## src/rtl/pwm_sample_decoder_if.sv

```systemverilog
// Signal bundle for the PWM sample decoder.
// The decoder uses the slave modport. The PWM source or test driver uses the master modport.
interface pwm_sample_decoder_if;
    logic       pwm_in;
    logic [7:0] sample;
    logic       sample_valid;
    logic       locked;
    logic       error;

    modport master (
        output pwm_in,
        input  sample,
        input  sample_valid,
        input  locked,
        input  error
    );

    modport slave (
        input  pwm_in,
        output sample,
        output sample_valid,
        output locked,
        output error
    );
endinterface

```

## src/rtl/pwm_sample_decoder.sv

```systemverilog
// Recovers 8-bit samples from a PWM stream by measuring the high time between rising edges.
// Define PWM_DEC_GLITCH_FILTER_EN to enable a 3-tap majority filter after the synchroniser.
module pwm_sample_decoder #(
    parameter int PERIOD = 255,
    parameter int TOL    = 1
) (
    input logic                 clk,
    input logic                 rst_n,
    pwm_sample_decoder_if.slave bus
);

    localparam int             CNT_W   = $clog2(PERIOD + TOL + 1);
    localparam logic [CNT_W-1:0] CNT_MAX = '1;
    localparam logic [CNT_W-1:0] CNT_ONE = CNT_W'(1);
    localparam logic [CNT_W-1:0] P_LO    = CNT_W'(PERIOD - TOL);
    localparam logic [CNT_W-1:0] P_HI    = CNT_W'(PERIOD + TOL);

    logic             r_sync1;
    logic             r_sync2;
    logic             w_pwm_s;
    logic             r_pwm_d;
    logic             r_rise;
    logic [CNT_W-1:0] r_period_cnt;
    logic [CNT_W-1:0] r_high_cnt;
    logic             r_have_edge;
    logic [7:0]       r_sample;
    logic             r_valid;
    logic             r_locked;
    logic             r_error;

    logic             w_lvl;
    logic             w_timeout;
    logic             w_in_tol;
    logic [7:0]       w_high_clip;

    // NOTE: the reset here is synchronous, so it sits inside the clocked branch and is not in the sensitivity list.
    always_ff @(posedge clk) begin
        if (!rst_n) begin
            r_sync1 <= 1'b0;
            r_sync2 <= 1'b0;
        end else begin
            r_sync1 <= bus.pwm_in;
            r_sync2 <= r_sync1;
        end
    end

`ifdef PWM_DEC_GLITCH_FILTER_EN
    logic [2:0] r_filt;

    always_ff @(posedge clk) begin
        if (!rst_n) begin
            r_filt <= 3'b000;
        end else begin
            r_filt <= {r_filt[1:0], r_sync2};
        end
    end

    // The majority of three taps rejects any single-clock pulse or gap.
    assign w_pwm_s = (r_filt[0] & r_filt[1]) | (r_filt[0] & r_filt[2]) | (r_filt[1] & r_filt[2]);
`else
    assign w_pwm_s = r_sync2;
`endif

    // The edge is registered, so r_pwm_d is the line level at the same stage as r_rise.
    always_ff @(posedge clk) begin
        if (!rst_n) begin
            r_pwm_d <= 1'b0;
            r_rise  <= 1'b0;
        end else begin
            r_pwm_d <= w_pwm_s;
            r_rise  <= w_pwm_s & ~r_pwm_d;
        end
    end

    assign w_lvl       = r_pwm_d;
    assign w_timeout   = !r_rise && (r_period_cnt == P_HI);
    assign w_in_tol    = (r_period_cnt >= P_LO) && (r_period_cnt <= P_HI);
    assign w_high_clip = (r_high_cnt > CNT_W'(255)) ? 8'd255 : 8'(r_high_cnt);

    // A rising edge closes a frame. When no edge arrives for PERIOD+TOL clocks, the line is treated as a constant level.
    always_ff @(posedge clk) begin
        if (!rst_n) begin
            r_period_cnt <= '0;
            r_high_cnt   <= '0;
            r_have_edge  <= 1'b0;
            r_sample     <= 8'd0;
            r_valid      <= 1'b0;
            r_locked     <= 1'b0;
            r_error      <= 1'b0;
        end else begin
            // NOTE: every state update uses <=, so all branches read the counter values from before this edge.
            r_valid <= 1'b0;
            r_error <= 1'b0;
            if (r_rise) begin
                r_period_cnt <= CNT_ONE;
                r_high_cnt   <= CNT_ONE;
                r_have_edge  <= 1'b1;
                if (r_have_edge) begin
                    if (w_in_tol) begin
                        r_sample <= w_high_clip;
                        r_valid  <= 1'b1;
                        r_locked <= 1'b1;
                    end else begin
                        r_error  <= 1'b1;
                        r_locked <= 1'b0;
                    end
                end
            end else if (w_timeout) begin
                r_sample     <= w_lvl ? 8'd255 : 8'd0;
                r_valid      <= 1'b1;
                r_locked     <= 1'b1;
                r_period_cnt <= CNT_ONE;
                r_high_cnt   <= {{(CNT_W-1){1'b0}}, w_lvl};
                r_have_edge  <= 1'b0;
            end else begin
                if (r_period_cnt != CNT_MAX) begin
                    r_period_cnt <= r_period_cnt + CNT_ONE;
                end
                if (r_high_cnt != CNT_MAX) begin
                    r_high_cnt <= r_high_cnt + {{(CNT_W-1){1'b0}}, w_lvl};
                end
            end
        end
    end

    assign bus.sample       = r_sample;
    assign bus.sample_valid = r_valid;
    assign bus.locked       = r_locked;
    assign bus.error        = r_error;

endmodule

```

## src/flat_wrapper.sv

```systemverilog
// flat-port wrapper written by rule: the top's interface ports become plain ports
module pwm_sample_decoder_flat 
#(
    parameter int PERIOD = 255,
    parameter int TOL    = 1
)
  (clk, rst_n, bus_pwm_in, bus_sample, bus_sample_valid, bus_locked, bus_error);
  pwm_sample_decoder_if bus_i ();
  input logic clk;
  input logic rst_n;
  input wire logic [$bits(bus_i.pwm_in)-1:0] bus_pwm_in;
  output wire logic [$bits(bus_i.sample)-1:0] bus_sample;
  output wire logic [$bits(bus_i.sample_valid)-1:0] bus_sample_valid;
  output wire logic [$bits(bus_i.locked)-1:0] bus_locked;
  output wire logic [$bits(bus_i.error)-1:0] bus_error;
  assign bus_i.pwm_in = bus_pwm_in;
  assign bus_sample = bus_i.sample;
  assign bus_sample_valid = bus_i.sample_valid;
  assign bus_locked = bus_i.locked;
  assign bus_error = bus_i.error;
  pwm_sample_decoder #(.PERIOD(PERIOD), .TOL(TOL)) u_core (.clk(clk), .rst_n(rst_n), .bus(bus_i));
endmodule
```

## config.mk

```make
export PLATFORM = sky130hd
export DESIGN_NAME = pwm_sample_decoder_flat
export DESIGN_NICKNAME = d
export VERILOG_FILES = /design/src/rtl/pwm_sample_decoder_if.sv /design/src/rtl/pwm_sample_decoder.sv /design/src/flat_wrapper.sv
export SDC_FILE = /design/constraint.sdc
export NUM_CORES = 1
export LEC_CHECK = 0
export BUFFER_PORTS_ARGS = -buffer_cell sky130_fd_sc_hd__buf_2
export CORE_MARGIN = 2
export CORE_UTILIZATION = 57
export DETAILED_ROUTE_END_ITERATION = 10
export PLACE_DENSITY_LB_ADDON = 0.2
export SYNTH_ARGS = -nofsm -noshare
export SYNTH_HDL_FRONTEND = slang
export SYNTH_SLANG_ARGS = --single-unit
```

## constraint.sdc

```tcl
create_clock -name clk -period 2.3 [get_ports clk]
set_input_delay 0.115 -clock clk [delete_from_list [all_inputs] [get_ports clk]]
set_output_delay 0.115 -clock clk [all_outputs]
set_load 0.02 [all_outputs]
```

==> metrics.cfg <==
[drt]
routedWlPerCell_um=12.2
wl_met2_mm=1.09
drc=0
routed_wl_mm=2.54
wl_met1_mm=1.31
detailedRoute.firstIterationViolations=31
detail-route-antenna-nets=0
avgViaCountPerCell=5.40
route.vias.total=1117
drt_first_pass_iters=4
top_layer_used=met4
wl_met3_um=101

[run_status]
outcome=completed

[floorplanning]
chipWidth_um=54.3
die_area_mm2=0.00294
coreArea_mm2=0.00243
die_y_um=54.3
rows=18
start_util_pct=59.2
io_pins=14

[synthesis]
synth.avg_cell_area_um2=9.11
synthAdderAreaFrac_pct=4.34
synth.distinct_cells=33
synth_area_mm2=0.00144
synthSimpleGateAreaFrac_pct=22.6
synth-xor-area-share_pct=5.47
netlist_instances=158
ys_ff_latch=34
synth-edff-count=0
syn_nets=166
post_synth_mux_area_share_pct=6.26
synth_ff_type=dfxtp_1
ys_seq_area_share_pct=47.3
synth_top_family_by_area=simple AND/OR/NAND/NOR gates
synth_compound_area_share_pct=10.9
ys_warn_count=0
synthArstFlopShare_pct=0

[clock_network]
cts_hold_buf=1
cts-htree-levels=2
cts.sinks=34
root_buffer=clkbuf_4
clk_latency_ps=330
numCtsBuffers=5
clock_path_buffers=2
cts.clk_slew.worst_paths_ps=100
post_cts_resized=0
cts_tree=done
post-cts-setup-buffers=0

[layout]
final_cell_mix=dfxtp_1, nor2_1, nand2_1
nets=184
n_antenna_cell=0
layout-drive-gt1-share_pct=13.0
layout_commonest_cell=dfxtp_1
n_fill_cell=201
area_delta_synth_final_pct=11.8

[setup_path]
setup.worst_path.end_class=flip-flop
crit_path_start_kind=flip-flop
path_common_cell=nor2_1
worst-endpoint-arrival_ps=2080
timing.rr.end=u_core.r_period_cnt[5]
rr_startpoint=u_core.r_period_cnt[2]
reg2reg_depth=8
cp_data_required_time_ps=2510
cp_cell_sequence=and4_4, nand3_2, nor2_1, ha_1, and3b_1, nand4_1, xor2_1, nor2_1
cp_slowest_cell=dfxtp_1
critical-path-max-stage-delay_ps=430
cp_max_fo=6
rrSetupSlack_ps=430
crit_type=flip-flop to flip-flop

[pwr]
pwr-share-clk_pct=39.5
pwr-share-comb_pct=3.8
p_switching_mw=0.235
internal_power_mw=0.838
total_power_mw=1.07
p_leak_nw=0.695
switching_share_pct=21.9
seqPwrFrac_pct=56.7
irDropWorstVdd_mv=0.633
power.density_mw_per_mm2=666

[sta]
relSlewSlack_pct=60.1
rsz0062_at_grt=false
post-route-min-period_ps=1870
drv_slew=0
fmax_mhz=534
finClkSkew_ps=8.87
worst_pin_slew_ps=597
setup_viol=0
hold_viol_final=0
setup_tns_ps=0
fin_crit_sh_pct=81.4

[grt]
antenna_found_initial=0
grt_usage_pct=20.5
grt_max_degree=17
grt_pass1_vias=956
grt_pass1_wl_mm=4.23
gr-total-overflow=0

[min_path]
hold_path_end=u_core.bus.sample[0]
min_from=rst_n
whs_path_depth=3
hold_class=input pin to flip-flop

[place]
hpwlAfterDp_mm=1.79
place_congestion=0.828
port_buffers=13

[flow_run]
max_cap_violations=0

[critical path, delay by kind of cell (launching register included)]
kind / cells / cell delay, ps
simple gates: 6 / 880
xor+xnor: 1 / 150
flops: 1 / 430
fa+ha+maj: 1 / 280
[registers in the layout, summed over array words and instances (netlist names)]
signal                   count
u_core.bus.sample_valid      1
u_core.bus.sample            8
u_core.r_pwm_d               1
u_core.r_rise                1
u_core.r_high_cnt            9
u_core.bus.error             1
u_core.r_have_edge           1
u_core.bus.locked            1
u_core.r_period_cnt          9
u_core.r_sync2               1
u_core.r_sync1               1
[worst max path at each step]
stage / start / to / slack, ps / cells past startpoint
finish: u_core.r_period_cnt[2] / u_core.r_period_cnt[5] / 430 / 8
detailed placement: u_core.r_period_cnt[2] / u_core.r_period_cnt[5] / 450 / 8
CTS: u_core.r_period_cnt[2] / u_core.r_period_cnt[5] / 430 / 8
global placement: u_core.r_period_cnt[2] / u_core.r_period_cnt[5] / 490 / 8
floorplan: u_core.r_period_cnt[2] / u_core.r_period_cnt[5] / 640 / 8
global route: u_core.r_period_cnt[2] / u_core.r_period_cnt[5] / 270 / 8
[power groups by stage]
stage	sequential (mW)	clock, mW	combinational, mW
2_1_floorplan	0.619	0	0.0315
3_3_place_gp	0.621	0	0.0385
3_5_place_dp	0.622	0	0.0390
4_1_cts	0.608	0.437	0.0409
5_1_grt	0.610	0.457	0.0468
6_report	0.609	0.424	0.0405
[metrics by stage]
step	std cells	setup WS (ps)	instance area, um2	utilization, %	hold WS (ps)
5_1_grt	207	274	1610	66.2	144
3_3_place_gp	198	490	1520	62.6	326
6_report	207	429	1610	66.2	141
4_1_cts	207	427	1610	66.2	134
2_1_floorplan	158	637	1440	-	242
3_5_place_dp	198	449	1520	62.6	330
[layer usage]
| layer | GRT usage, % | vias up |
|---|---|---|
| met1 | 27.3 | 498 |
| met2 | 30.5 | 22 |
| li1 | - | 593 |
| met5 | 0 | - |
| met4 | 10.0 | 0 |
| met3 | 5.74 | 4 |
[kinds of logic after synthesis]
logic type,Yosys count
AO/OA/AOI/OAI,25
XOR/XNOR,9
adder cells (fa/ha/maj),5
buffers and inverters,10
flip-flops,34
multiplexers,9
AND/OR/NAND/NOR,66
[layout make-up]
| class | instances | area, um2 | area share [%] |
|---|---|---|---|
| inverter | 7 | 26.3 | 1.63 |
| clock inverter | 3 | 40.0 | 2.49 |
| sequential | 34 | 681 | 42.3 |
| tap | 30 | 37.5 | 2.33 |
| multi-input combinational | 114 | 713 | 44.3 |
| clock buffer | 5 | 37.5 | 2.33 |
| timing repair buffer | 14 | 75.1 | 4.66 |
[Yosys cell counts, types with 2 or more instances]
cell type	instances	area [um2]
nor2_1	21	78.8
a21oi_1	6	30.0
nand4_1	3	18.8
and4_1	2	17.5
dfxtp_1	34	681
xor2_1	6	52.6
inv_1	7	26.3
ha_1	5	62.6
mux2i_1	9	90.1
a31oi_1	4	25.0
nor3_1	6	30.0
nand2_1	15	56.3
and2_1	3	18.8
nand3_1	6	30.0
o21ai_0	8	40.0
xnor2_1	3	26.3
a311oi_1	3	26.3
nor2b_1	2	12.5
(Power assumes the default switching activity.)
